**config.mk**
```make
export PLATFORM = sky130hd
export DESIGN_NAME = fsm_z_collector
export DESIGN_NICKNAME = d
export VERILOG_FILES = /design/src/rtl/fsm_z_pkg.sv /design/src/rtl/fsm_z_holdreg.sv /design/src/rtl/fsm_z_collector.sv
export SDC_FILE = /design/constraint.sdc
export NUM_CORES = 1
export LEC_CHECK = 0
export ABC_AREA = 1
export CAP_MARGIN = 20
export CORE_MARGIN = 8
export CORE_UTILIZATION = 45
export CTS_CLUSTER_SIZE = 28
export DETAILED_ROUTE_END_ITERATION = 7
export PLACE_DENSITY = 0.72
export SLEW_MARGIN = 20
export SYNTH_ARGS = -nofsm -noshare
export SYNTH_HDL_FRONTEND = slang
export SYNTH_HIERARCHICAL = 1
export SYNTH_SLANG_ARGS = --single-unit
```
**constraint.sdc**
```tcl
create_clock -name clk -period 1.4 [get_ports clk]
set_clock_uncertainty 0.05 [all_clocks]
set_input_delay 0.28 -clock clk [delete_from_list [all_inputs] [get_ports clk]]
set_output_delay 0.28 -clock clk [all_outputs]
set_load 0.02 [all_outputs]
```
**src/rtl/fsm_z_pkg.sv**
```systemverilog
// Shared types and constants for the Z-output collector.
// Holds the collector state enum, the default word width and the bit-count width helper.
// No ports; imported by fsm_z_holdreg and fsm_z_collector.
package fsm_z_pkg;

    // Collector FSM. Word completion is decided combinationally,
    // so there is no registered EMIT state.
    typedef enum logic {
        IDLE    = 1'b0,
        COLLECT = 1'b1
    } coll_state_e;

    localparam int DEFAULT_W = 8;

    // Width needed to hold a count in the range 0..w inclusive.
    function automatic int cnt_w(input int w);
        return $clog2(w + 1);
    endfunction

endpackage

```
**src/rtl/fsm_z_holdreg.sv**
```systemverilog
// One-entry valid/ready holding register for completed words, with sticky overrun.
// Latency: a word loaded on edge N is visible (valid) from cycle N+1.
// Backpressure: a load while full and not draining is dropped and sets overrun.
// Ports:
//   clk, reset                  clock / async active-high reset
//   load_vld, load_dat, load_bits  completed word from the collector
//   word_*                      registered output word and handshake
//   overrun_clr, overrun        sticky drop flag (set wins over clear)
// Optional macro FSM_Z_COLLECTOR_PARITY_EN adds word_parity, registered with the data.
module fsm_z_holdreg #(
    parameter int W     = 8,
    parameter int CNT_W = 4
) (
    input  logic             clk,
    input  logic             reset,
    input  logic             load_vld,
    input  logic [W-1:0]     load_dat,
    input  logic [CNT_W-1:0] load_bits,
    input  logic             word_ready,
    input  logic             overrun_clr,
    output logic [W-1:0]     word_data,
    output logic [CNT_W-1:0] word_bits,
    output logic             word_valid,
    output logic             overrun
`ifdef FSM_Z_COLLECTOR_PARITY_EN
   ,output logic             word_parity
`endif
);

    logic [W-1:0]     data_q, data_d;
    logic [CNT_W-1:0] bits_q, bits_d;
    logic             valid_q, valid_d;
    logic             ovr_q, ovr_d;
    logic             accept;
    logic             can_load;

    // The slot is free either when empty or when it drains on this same edge.
    assign accept   = valid_q & word_ready;
    assign can_load = ~valid_q | accept;

    always_comb begin
        data_d  = data_q;
        bits_d  = bits_q;
        valid_d = valid_q;
        if (load_vld && can_load) begin
            data_d  = load_dat;
            bits_d  = load_bits;
            valid_d = 1'b1;
        end else if (accept) begin
            valid_d = 1'b0;
        end
        // A new drop takes priority over a clear on the same cycle.
        ovr_d = (load_vld & ~can_load) | (ovr_q & ~overrun_clr);
    end

    always_ff @(posedge clk or posedge reset) begin
        if (reset) begin
            data_q  <= '0;
            bits_q  <= '0;
            valid_q <= 1'b0;
            ovr_q   <= 1'b0;
        end else begin
            data_q  <= data_d;
            bits_q  <= bits_d;
            valid_q <= valid_d;
            ovr_q   <= ovr_d;
        end
    end

    assign word_data  = data_q;
    assign word_bits  = bits_q;
    assign word_valid = valid_q;
    assign overrun    = ovr_q;

`ifdef FSM_Z_COLLECTOR_PARITY_EN
    logic parity_q;

    always_ff @(posedge clk or posedge reset) begin
        if (reset) begin
            parity_q <= 1'b0;
        end else if (load_vld && can_load) begin
            parity_q <= ^load_dat;
        end
    end

    assign word_parity = parity_q;
`endif

endmodule

```
**src/rtl/fsm_z_collector.sv**
```systemverilog
// Samples the detector FSM's Z output and packs it LSB-first into W-bit words.
// Latency: word_valid rises the cycle after the completing sample or flush.
// Backpressure: one holding slot; a completion while it is full and not draining drops the word and sets overrun.
// Ports:
//   clk, reset                 clock / async active-high reset
//   sample_en, z_in, flush     sample stream and partial-word flush
//   word_data/bits/valid/ready output word handshake
//   overrun, overrun_clr       sticky dropped-word flag
//   collecting                 shift register holds at least one bit
// Optional macro FSM_Z_COLLECTOR_PARITY_EN adds word_parity (XOR of word_data).
module fsm_z_collector
    import fsm_z_pkg::*;
#(
    parameter  int W     = DEFAULT_W,
    localparam int CNT_W = cnt_w(W)
) (
    input  logic             clk,
    input  logic             reset,
    input  logic             sample_en,
    input  logic             z_in,
    input  logic             flush,
    input  logic             overrun_clr,
    output logic [W-1:0]     word_data,
    output logic [CNT_W-1:0] word_bits,
    output logic             word_valid,
    input  logic             word_ready,
    output logic             overrun,
    output logic             collecting
`ifdef FSM_Z_COLLECTOR_PARITY_EN
   ,output logic             word_parity
`endif
);

    coll_state_e      state_q, state_d;
    logic [CNT_W-1:0] cnt_q, cnt_d;
    logic [W-1:0]     shift_q, shift_d;

    logic [W-1:0]     shift_ins;
    logic [CNT_W-1:0] cnt_ins;
    logic             complete;
    logic             load_vld;

    // State and datapath registers
    always_ff @(posedge clk or posedge reset) begin
        if (reset) begin
            state_q <= IDLE;
            cnt_q   <= '0;
            shift_q <= '0;
        end else begin
            state_q <= state_d;
            cnt_q   <= cnt_d;
            shift_q <= shift_d;
        end
    end

    // Next-state and datapath
    always_comb begin
        // Word including this cycle's sample, so a completing edge captures it.
        shift_ins = shift_q;
        for (int i = 0; i < W; i++) begin
            if (sample_en && cnt_q == CNT_W'(i)) begin
                shift_ins[i] = z_in;
            end
        end
        cnt_ins = cnt_q + CNT_W'(sample_en);

        // Full word on the W-th sample, or flush with anything to send.
        complete = (sample_en && cnt_q == CNT_W'(W - 1))
                 || (flush && (cnt_q != '0 || sample_en));

        state_d = state_q;
        cnt_d   = cnt_ins;
        shift_d = shift_ins;
        if (complete) begin
            state_d = IDLE;
            cnt_d   = '0;
            shift_d = '0;
        end else begin
            case (state_q)
                IDLE:    if (sample_en) state_d = COLLECT;
                COLLECT: state_d = COLLECT;
                default: state_d = IDLE;
            endcase
        end
    end

    // Outputs
    always_comb begin
        load_vld   = complete;
        collecting = (cnt_q != '0);
    end

    fsm_z_holdreg #(
        .W     (W),
        .CNT_W (CNT_W)
    ) u_holdreg (
        .clk         (clk),
        .reset       (reset),
        .load_vld    (load_vld),
        .load_dat    (shift_ins),
        .load_bits   (cnt_ins),
        .word_ready  (word_ready),
        .overrun_clr (overrun_clr),
        .word_data   (word_data),
        .word_bits   (word_bits),
        .word_valid  (word_valid),
        .overrun     (overrun)
`ifdef FSM_Z_COLLECTOR_PARITY_EN
       ,.word_parity (word_parity)
`endif
    );

endmodule

```
# After elaboration in Yosys (flattened, before gate mapping)
# Index checks and enable logic that the tools add are counted.
[word_totals]
out_inout_bits = 15
input_bits = 7
wordCells = 49
regBits = 26
[classes]
n_mux = 12
n_eq_ne = 7
add_sub_neg = 1
reduce_logical = 15
bitwise = 8
[op_table]
columns = ["cell", "count"]
rows = [
  ["4-bit by 3-bit equality test with 1-bit output (second input constant)", 4],
  ["1-bit logical AND", 10],
  ["1-bit two-way mux", 10],
  ["4-bit by 2-bit equality test with 1-bit output (second input constant)", 2],
  ["8-bit two-way mux", 1],
  ["4-bit by 1-bit adder with 4-bit output", 1],
  ["4-bit by 1-bit equality test with 1-bit output (second input constant)", 1],
  ["4-bit logical NOT", 1],
  ["4-bit two-way mux", 1],
  ["4-bit nonzero test", 1],
  ["1-bit bitwise AND", 3],
  ["1-bit inverter", 3],
  ["1-bit logical OR", 2],
  ["1-bit OR", 2],
  ["2-bit nonzero test", 1],
]

# Depth between registers and ports, before layout
# Gate-level depths: netlist of run 1.
[depth]
word_depth = 6
ltp_mapped = 9
ltp_nobuf = 8

# Cells and area by module
# Netlist of run 1, hierarchy kept.
[by_module_without_submodules]
columns = ["mod", "cells_each", "instances", "seq_area_each_um2", "area_per_inst_um2"]
rows = [
  ["fsm_z_collector", 102, 1, 300.3, 728.2],
  ["fsm_z_holdreg", 61, 1, 350.3, 569.3],
]

# Worst setup path after synthesis of run 1
# No wires, ideal clock.
[synth_timing]
kind = "reg-to-reg"
start = "register cnt_q[1]"
end = "register u_holdreg.bits_q[0] (netlist: u_holdreg/word_bits[0])"
path_stages_with_launch = 10
path_buffers = 2
required_time_ns = 1.233
arrival_time_ns = 1.256
setup_time_ns = 0.117
synth_period_minus_slack_ns = 1.423
path_slack_ns = -0.023
cell_sequence = "dfrtp_1 nand2_1 inv_1 nand3_1 nand2_2 buf_6 nand2_2 buf_6 nand2_1 nand2_1"
[synth_between]
elab_chain_len = 5
elab_cells_between_ends = 7
cone_classes = "eq/ne: 1; reduce/logical: 6"
[synth_lines]
columns = ["item", "line_no", "rtl"]
rows = [
  ["from (decl)", "fsm_z_collector.sv:35", "logic [CNT_W-1:0] cnt_q, cnt_d;"],
  ["from (signal assigned)", "fsm_z_collector.sv:51", "cnt_q <= cnt_d;"],
  ["4-bit nonzero test", "fsm_z_collector.sv:69", "|| (flush && (cnt_q != '0 || sample_en));"],
  ["1-bit logical OR", "fsm_z_collector.sv:69", ""],
  ["1-bit logical AND", "fsm_z_collector.sv:69", ""],
  ["1-bit logical OR (*)", "fsm_z_collector.sv:69", ""],
  ["net complete", "fsm_z_collector.sv:40", "logic complete;"],
  ["1-bit logical AND (*)", "fsm_z_holdreg.sv:45", "if (load_vld && can_load) begin"],
  ["to (signal assigned)", "fsm_z_holdreg.sv:64", "bits_q <= bits_d;"],
  ["to (decl)", "fsm_z_holdreg.sv:31", "logic [CNT_W-1:0] bits_q, bits_d;"],
]
# The timed path passes the listed nets; every way through them passes the cells marked *.
# A chain may end at the register's enable or synchronous reset.

# Worst setup path in the final report of run 1
[layout_timing]
start = "register cnt_q[2]"
end = "register u_holdreg.data_q[7] (netlist: u_holdreg/word_data[7])"
[layout_between]
elab_cells_between_ends = 8
cone_classes = "eq/ne: 1; mux: 1; reduce/logical: 6"
[layout_lines]
columns = ["item", "line_no", "rtl"]
rows = [
  ["4-bit by 3-bit equality test with 1-bit output", "fsm_z_collector.sv:61", "if (sample_en && cnt_q == CNT_W'(i)) begin"],
  ["1-bit logical AND", "fsm_z_collector.sv:61", ""],
  ["1-bit two-way mux", "fsm_z_collector.sv:61", ""],
  ["net shift_ins[7]", "fsm_z_collector.sv:38", "logic [W-1:0] shift_ins;"],
  ["to (signal assigned)", "fsm_z_holdreg.sv:63", "data_q <= data_d;"],
  ["to (decl)", "fsm_z_holdreg.sv:30", "logic [W-1:0] data_q, data_d;"],
]
# The timed path passes the listed nets, and every way through them passes these cells.

==> out/results.ini, run 1 <==
[clocking]
clk_latency_ns=0.32
cts.sinks=26
cts_buffers=3
hold_buffers=0
cts_tree=built
cts-root-buf=clkbuf_4
clk_path_buf_depth=2
h-tree-depth=1
clkTransAtPathRegs_ns=0.14

[power_and_ir_drop]
power_frac_comb=0.491
ir_drop_mv=1.22
p_leak_nw=1.02
pwr_density_cell_nw_per_um2=1700
pwr-share-seq=0.343
swShare=0.393
clockPowerShare=0.165
p_int_w=0.00188
power.switching_w=0.00122

[worst_setup_path]
r2r_cells=9
reg2reg_to=u_holdreg/word_data[7]$_DFFE_PP0P_
cp_common_cell=nand2_1
worstSetupPathType=register to register
end_kind=register
critPathArrivalTime_ns=1.61
start_kind=register
critPathMaxFanout=6
cpPeakStageDelay_ns=0.45
r2r-start=cnt_q[2]$_DFF_PP0_
r2r_slack_ns=-0.03
path_buf_inv=3
slowest_stage=dfrtp_1
path_cells=buf_6 -> buf_12 -> nand3_4 -> nor2_2 -> nand2_1 -> nand2_1 -> inv_1 -> nand3_2 -> nand2_1
crit_family=simple AND/OR/NAND/NOR gates
crit_required_ns=1.58

[status]
violations=setup timing
status=complete, but fails checks

[cells_and_area]
area_delta_synth_final_pct=40.3
nFillCells=236
finish.net_count=215
antennaDiodeCount=0
drive_gt1_frac=0.283

[synthesis]
yosys-top-cells-area=dfrtp_1 (50%), nand2_1 (14%), inv_1 (8.4%)
synth_top_family_by_area=simple AND/OR/NAND/NOR gates
ys_warn_count=6
yosys_register_bits=26
synth_mux_area_frac=0
synth_top_cell_area_share=0.501
yosysTopAreaCell=dfrtp_1
yosys.area_share.simple=0.325
synth_nets=172
syn-cell-area_um2=1300
synthXorXnorAreaFrac=0.0135
synth_compound_area_frac=0.0222
avgSynthCellArea_um2=7.96
yosysUniqueCellTypes=16
synthAdderAreaFrac=0.0193
syn_inst=163
ys_seq_area_frac=0.501

[placed_design]
io_buffers=21
place_ws_ns=-0.360
place_congestion=0.876
dp_hpwl_um=2180

[detailed_routing]
antenna_left=0
drtPass1Iterations=5
routed.top_layer=met4
wl_met3_um=134
met2_length_um=1650
avgViaCountPerCell=4.87
wl_per_cell_um=13.2
wl_um=3110
drc=0
vias=1150
dr.first_iter.drc_count=47
met1_length_um=1280

[timing]
timing.final.hold_violations=0
finalSetupViolations=6
fin_ws_ns=-0.0287
fin_crit_sh=1.02
fmax_mhz=700
rsz0062_at_grt=yes
fin_tns_setup_ns=-0.0774
maxSlewHeadroom=0.673
tightest_slew_ns=0.490
drv_slew=0
min_period_ns=1.43

[grt]
grtUsageTotal=0.118
grt_antenna_before_repair=0
grt_pass1_vias=1116
grt_overflow=0
grt_pass1_wl_um=4890
grt_max_degree=16

[die]
fp.dieArea_um2=4860
core_um2=2760
start_util=0.471
dieWidth_um=69.7
ios=22
row_count=19
die_h_um=69.7

[worst_hold_path]
hold_path_class=input port to async pin

[job]
drv_cap=0

==> cells in the final DEF (no fill, tap or decap), types with 2 or more instances in the layout <==
master           instances
dfrtp_1                 25
o21bai_1                 3
nand2_4                  2
nand2_2                  2
clkbuf_2                 7
nand3_2                  7
nor2_4                   3
nand3_1                 12
buf_4                   14
clkdlybuf4s15_1          7
nor2_1                  14
ha_1                     2
clkbuf_4                 3
nand2_1                 45
clkdlybuf4s50_1          5
buf_6                    7
nand4_1                  5
inv_1                   27
nor2_2                   3
==> metal layers <==
| metal | up-vias | track usage |
|---|---|---|
| li1 | 583 | - |
| met1 | 539 | 0.129 |
| met2 | 24 | 0.208 |
| met3 | 4 | 0.0315 |
| met4 | 0 | 0.0536 |
| met5 | - | 0 |
==> worst register-to-register path, stage by stage (launching register included) <==
cell and delay [ns]:
dfrtp_1 0.45, buf_6 0.16, buf_12 0.10, nand3_4 0.11, nor2_2 0.11, nand2_1 0.06, nand2_1 0.12, inv_1 0.07
nand3_2 0.07, nand2_1 0.05
==> worst max-delay path by stage <==
stage                            start                                  to  slack, ns  depth (start not counted)
finish              cnt_q[2]$_DFF_PP0_  u_holdreg/word_data[7]$_DFFE_PP0P_      -0.03                          9
global route        cnt_q[2]$_DFF_PP0_  u_holdreg/word_data[7]$_DFFE_PP0P_       -0.1                          9
CTS                 cnt_q[2]$_DFF_PP0_                          collecting      -0.02                          3
detailed placement           sample_en  u_holdreg/word_bits[2]$_DFFE_PP0P_      -0.36                          7
global placement             sample_en  u_holdreg/word_bits[2]$_DFFE_PP0P_      -0.31                          7
floorplan           cnt_q[2]$_DFF_PP0_  u_holdreg/word_data[0]$_DFFE_PP0P_     -0.002                          8
==> repair_timing <==
item,4_1_cts,5_1_grt
cloned,0,2
endpoints found under the setup margin,27,32
buffers inserted,0,1
pin swaps,0,20
gates resized for setup,29,43
==> metrics by stage <==
step	area [um2]	total power, W	utilization	hold slack [ns]	instances
after floorplan	1310	0.00188	-	0.0946	163
after global placement	1650	0.00245	0.598	0.405	229
after detailed placement	1650	0.00248	0.598	0.416	229
after CTS	1710	0.00292	0.618	0.0446	233
after global routing	1820	0.00330	0.660	0.0673	236
final	1820	0.00310	0.660	0.0588	236
==> sequential cells by signal, summed over array words and instances, names as in the netlist <==
name / flops
shift_q: 8
cnt_q: 4
u_holdreg/overrun: 1
u_holdreg/word_data: 8
u_holdreg/word_bits: 4
u_holdreg/word_valid: 1
==> power groups by stage <==
stage / logic (W) / registers, W / clock network (W)
after floorplan: 0.000651 / 0.00123 / 0
after global placement: 0.00138 / 0.00107 / 0
after detailed placement: 0.00140 / 0.00108 / 0
after CTS: 0.00133 / 0.00106 / 0.000524
after global routing: 0.00166 / 0.00109 / 0.000554
final: 0.00152 / 0.00107 / 0.000512
==> cells by family (layout without fill, tap and decap cells) <==
family / count (synthesis) / count (layout)
AO/OA/AOI/OAI: 4 / 4
XOR/XNOR: 2 / 2
adder cells (fa/ha/maj): 2 / 2
buffers and inverters: 34 / 76
flip-flops: 26 / 26
AND/OR/NAND/NOR: 95 / 95
==> synthesized netlist by cell type <==
master and n:
buf_4 3, buf_6 2, dfrtp_1 26, ha_1 2
inv_1 29, nand2_1 47, nand2_2 2, nand2_4 1
nand3_1 20, nand4_1 5, nor2_1 18, nor2_4 2
o21bai_1 3, o22ai_1 1, xnor2_1 1, xor2_1 1
==> area by class of cell <==
cell class	instances	area [um2]	share of cell area
clock buffers	3	22.5	0.0124
clock inverters	1	30.0	0.0165
inverters	29	111	0.0612
multi-input cells	103	593	0.326
flip-flops and latches	26	652	0.358
well taps	31	38.8	0.0213
repair buffers	43	373	0.205
(Power assumes the default switching activity.)
==> inputs of run 2 (changes only) <==
CELL_PAD_IN_SITES_DETAIL_PLACEMENT = 0   (was unset)
CELL_PAD_IN_SITES_GLOBAL_PLACEMENT = 1   (was unset)
CORE_UTILIZATION = 34   (was 45)
PLACE_DENSITY = unset   (was 0.72)
PLACE_DENSITY_LB_ADDON = 0.1   (was unset)
==> run 2 against run 1 <==
  * Die area grew 25%
  * Critical path type unchanged
  * Design area up 8.7%
  * The run still ends with setup timing left
  * Worst hold slack improved by 0.21 ns
  * Setup slack worse by 0.015 ns
==> out/results.ini, run 2 (synthesized netlist as in run 1, its figures left out) <==
[status]
status=complete, but fails checks
violations=setup timing

[placed_design]
place_congestion=0.734
dp_cells=249
io_buffers=21
place_ws_ns=-0.369
dp_hpwl_um=2300

[cells_and_area]
area_delta_synth_final_pct=52.5
final_util=0.540
finish.net_count=223
antennaDiodeCount=0
layout_common_cells=nand2_1 (45), inv_1 (28), dfrtp_1 (24)
drive_gt1_frac=0.268
nFillCells=379
fin_cells=261
final_common_cell=nand2_1

[detailed_routing]
drtPass1Iterations=4
drc=0
vias=1148
dr.first_iter.drc_count=31
avgViaCountPerCell=4.40
wl_um=3060
antenna_left=0
wl_per_cell_um=11.7

[worst_setup_path]
r2r_slack_ns=-0.04
critPathMaxFanout=5
crit_required_ns=1.52
start_kind=register
critPathArrivalTime_ns=1.57
worstSetupPathType=register to register
end_kind=register

[grt]
grt_pass1_vias=1185
grt_antenna_before_repair=0
grt_max_degree=16
grt_overflow=0
grt_pass1_wl_um=5110
grtUsageTotal=0.103

[power_and_ir_drop]
swShare=0.373
p_int_w=0.00211
clockPowerShare=0.184
power_frac_comb=0.499
pwr-share-seq=0.316
power.switching_w=0.00125
pwr_density_cell_nw_per_um2=1700
ir_drop_mv=0.765
p_leak_nw=1.11

[timing]
fin_crit_sh=1.03
timing.final.hold_violations=0
fmax_mhz=693
rsz0062_at_grt=yes
fin_tns_setup_ns=-0.247
tightest_slew_ns=0.472
maxSlewHeadroom=0.685
fin_ws_ns=-0.0440
drv_slew=0
min_period_ns=1.44
finalSetupViolations=16

[worst_hold_path]
hold_path_class=input port to async pin

[die]
die_h_um=77.8
fp.dieArea_um2=6050
dieWidth_um=77.8
row_count=22
core_um2=3660
ios=22
start_util=0.354

[clocking]
cts.sinks=26
clk_latency_ns=0.27
cts-root-buf=clkbuf_8
cts_tree=built
clkTransAtPathRegs_ns=0.09
clk_path_buf_depth=2
h-tree-depth=1
cts_buffers=3

[job]
drv_cap=0

[run 2: cell count changes in the layout (fill, tap and decap cells not counted), moves of 4 or more]
| cell | change |
|---|---|
| buf_4 | +7 |
| clkbuf_2 | -7 |
| nor2_4 | +4 |
| clkdlybuf4s15_1 | -7 |
| dlygate4sd2_1 | +14 |
[run 2: critical path, cell delays in order, from the launching register on]
cell     delay [ns]
dfrtp_1        0.44
nor2_4         0.14
buf_6          0.11
nand3_2        0.07
nand2_2        0.08
nand2_4        0.08
buf_12         0.14
buf_16         0.12
nand3_2        0.06
nand2_1        0.05
[run 2: what timing repair did]
item                                    4_1_cts  5_1_grt
endpoints found under the hold margin         0        0
buffers inserted                              2        4
cloned                                        1        1
pin swaps                                     1        6
gates resized for setup                      28       21
hold buffers                                  0        0
endpoints found under the setup margin       30       23
[run 2: path summary, 6_finish.rpt]
kind	startpoint	endpoint	depth (start not counted)
worst max register to register	cnt_q[3]$_DFF_PP0_	u_holdreg/word_bits[2]$_DFFE_PP0P_	9
worst min-delay path	reset	u_holdreg/word_data[1]$_DFFE_PP0P_	3
worst min register to register	u_holdreg/word_data[0]$_DFFE_PP0P_	u_holdreg/word_data[0]$_DFFE_PP0P_	2
max in group asynchronous	reset	cnt_q[0]$_DFF_PP0_	2
min in group clk	u_holdreg/word_data[0]$_DFFE_PP0P_	u_holdreg/word_data[0]$_DFFE_PP0P_	2
worst max-delay path	cnt_q[3]$_DFF_PP0_	u_holdreg/word_bits[2]$_DFFE_PP0P_	9
[run 2: final cells by class]
cell class                      instances  area [um2]  share of cell area
Tap cell                               48        60.1              0.0304
Inverter                               29         109              0.0550
Clock buffer                            3        41.3              0.0209
Timing Repair Buffer                   51         493               0.249
Clock inverter                          1        30.0              0.0152
Multi-Input combinational cell        103         592               0.299
Sequential cell                        26         653               0.330
[run 2: stage by stage]
stage,total power [W],area [um2],hold slack (ns)
after floorplan,0.00188,1310,0.0946
after global routing,0.00361,1980,0.304
after global placement,0.00252,1710,0.406
after CTS,0.00321,1850,0.271
after detailed placement,0.00253,1710,0.411
final,0.00336,1980,0.266
[run 2: power groups by stage]
stage | registers (W) | clock network [W] | logic, W
after global routing | 0.00109 | 0.000665 | 0.00185
after detailed placement | 0.00108 | 0 | 0.00145
after global placement | 0.00108 | 0 | 0.00145
after floorplan | 0.00123 | 0 | 0.000651
after CTS | 0.00107 | 0.000634 | 0.00151
final | 0.00106 | 0.000620 | 0.00168
[run 2: per-layer routing]
layer  track usage  vias to the layer above  wire length [um]
met5             0                        -                 0
li1              -                      600                 -
met1         0.113                      533              1330
met2         0.187                       11              1590
met4        0.0340                        0                38
met3        0.0265                        4                97
==> inputs of run 3 (changes only) <==
CORE_MARGIN = 2   (was 8)
==> run 3 against run 2 <==
  * The flow still finishes with violations (setup timing)
  * Count of clock-buffer cells in the layout rose by 1
  * Design area up 6.2%
  * Global-route usage increased by 5.1 points
  * Via count up 3.7%
  * Worst hold slack better by 0.021 ns
  * Setup slack better by 0.015 ns
  * Critical endpoint is now shift_q[5]$_DFF_PP0_
  * Largest power group unchanged
  * Cell count down 0.38%
  * Die area down 28%
  * Wire length increased by 10%
  * First-iteration DRC count increased by 3.2%
  * Core utilization increased by 3.3 points
  * Critical path depth down 1
==> out/results.ini, run 3 (synthesized netlist as in run 1, its figures left out) <==
[timing]
finalSetupViolations=12
fin_ws_ns=-0.0293
rsz0062_at_grt=yes
min_period_ns=1.43
tightest_slew_ns=0.477
timing.final.hold_violations=0
fmax_mhz=700
maxSlewHeadroom=0.682
drv_slew=0
fin_crit_sh=1.02

[die]
fp.dieArea_um2=4330
start_util=0.354
die_h_um=65.8
row_count=22
dieWidth_um=65.8
ios=22
core_um2=3660

[cells_and_area]
final_common_cell=nand2_1
area_delta_synth_final_pct=61.9
drive_gt1_frac=0.377
layout_common_cells=nand2_1 (40), inv_1 (24), dfrtp_1 (24)
finish.net_count=222
antennaDiodeCount=0

[detailed_routing]
antenna_left=0
wl_per_cell_um=13.0
drc=0
dr.first_iter.drc_count=32
wl_um=3380
avgViaCountPerCell=4.58
drtPass1Iterations=4
vias=1191

[clocking]
cts.sinks=26
cts_buffers=3
cts_tree=built
h-tree-depth=1
hold_buffers=0
clkTransAtPathRegs_ns=0.09
clk_latency_ns=0.27
cts-root-buf=clkbuf_8
clk_path_buf_depth=2

[worst_setup_path]
end_kind=register
r2r-start=cnt_q[2]$_DFF_PP0_
critPathArrivalTime_ns=1.55
r2r_cells=8
timing.critical_path.to=shift_q[5]$_DFF_PP0_
reg2reg_to=shift_q[5]$_DFF_PP0_
critPathMaxFanout=6
r2r_slack_ns=-0.03
startpoint=cnt_q[2]$_DFF_PP0_
start_kind=register
worstSetupPathType=register to register
crit_required_ns=1.52

[grt]
grtUsageTotal=0.154
met3_usage=0.0375
grt_pass1_wl_um=5020
grt_antenna_before_repair=0
grt_pass1_vias=1136
grt_busiest_layer=met2
grt_use_met1=0.169
grt_max_degree=18
met2_usage=0.293
grt_overflow=0

[placed_design]
io_buffers=21
place_congestion=0.774
dp_hpwl_um=2210
place_ws_ns=-0.348

[power_and_ir_drop]
power.total_w=0.00344
p_leak_nw=1.12
pwr_density_cell_nw_per_um2=1640
ir_drop_mv=0.793

[status]
status=complete, but fails checks
violations=setup timing

[job]
drv_cap=0

[worst_hold_path]
hold_path_class=input port to async pin

## run 3: cell count changes in the layout (fill, tap and decap cells not counted), moves of 2 or more
| cell | previous run | this run |
|---|---|---|
| nand3_2 | 4 | 13 |
| ha_1 | 2 | 0 |
| buf_4 | 21 | 12 |
| nand3_1 | 15 | 4 |
| nand2_2 | 2 | 6 |
| inv_1 | 28 | 24 |
| inv_2 | 1 | 4 |
| nand2_1 | 45 | 40 |
| buf_6 | 5 | 13 |
| ha_2 | 0 | 2 |
| nand3_4 | 1 | 3 |
## run 3: timing repair
action,4_1_cts,5_1_grt
gates cloned,0,3
resized for setup,29,56
setup endpoints to repair,28,26
pin swaps,1,33
setup buffers,2,5
## run 3: through the flow
step | setup TNS (ns) | std cells | instance area, um2 | util | hold slack (ns)
after floorplan | -0.0246 | 163 | 1310 | - | 0.0946
after global placement | -6.27 | 246 | 1680 | 0.460 | 0.409
after detailed placement | -7.25 | 246 | 1680 | 0.460 | 0.409
after CTS | -0.0169 | 252 | 1780 | 0.485 | 0.282
after global routing | -1.57 | 260 | 2100 | 0.574 | 0.291
final | -0.188 | 260 | 2100 | 0.574 | 0.287
## run 3: layer usage
metal  wire length (um)  up-vias  part of all wire
met1               1420      571              0.42
met2               1830       17              0.54
li1                   -      601                 -
met4                 24        0            0.0071
met3                102        2             0.030
met5                  0        -                 0
## run 3: worst min-delay path by stage
stage                                       startpoint                                  to  depth (start not counted)
floorplan                                        reset                  cnt_q[0]$_DFF_PP0_                          1
global placement    u_holdreg/word_data[3]$_DFFE_PP0P_  u_holdreg/word_data[3]$_DFFE_PP0P_                          2
detailed placement  u_holdreg/word_data[3]$_DFFE_PP0P_  u_holdreg/word_data[3]$_DFFE_PP0P_                          2
CTS                                              reset  u_holdreg/word_data[6]$_DFFE_PP0P_                          3
global route                                     reset  u_holdreg/word_data[2]$_DFFE_PP0P_                          3
finish                                           reset         u_holdreg/overrun$_DFF_PP0_                          3
## run 3: worst max-delay path, cell delays in order (launching register included)
cell     delay, ns
dfrtp_1       0.43
buf_6         0.15
inv_4         0.04
nor2_4        0.14
nand3_4       0.12
nand2_8       0.14
buf_12        0.13
buf_6         0.10
nor2_2        0.03
## run 3: final cells by class
class                           count  area (um2)
Fill cell                         340        1560
Sequential cell                    26         653
Timing Repair Buffer               49         508
Multi-Input combinational cell    104         713
Tap cell                           48        60.1
Inverter                           29         111
Clock buffer                        4        55.1
## run 3: report_power, final
| group | total (W) | switching (W) | internal (W) |
|---|---|---|---|
| logic | 0.00189 | 0.00103 | 0.000866 |
| registers | 0.00107 | 0.000116 | 0.000951 |
| clock network | 0.000480 | 0.000229 | 0.000251 |
| total | 0.00344 | 0.00137 | 0.00207 |
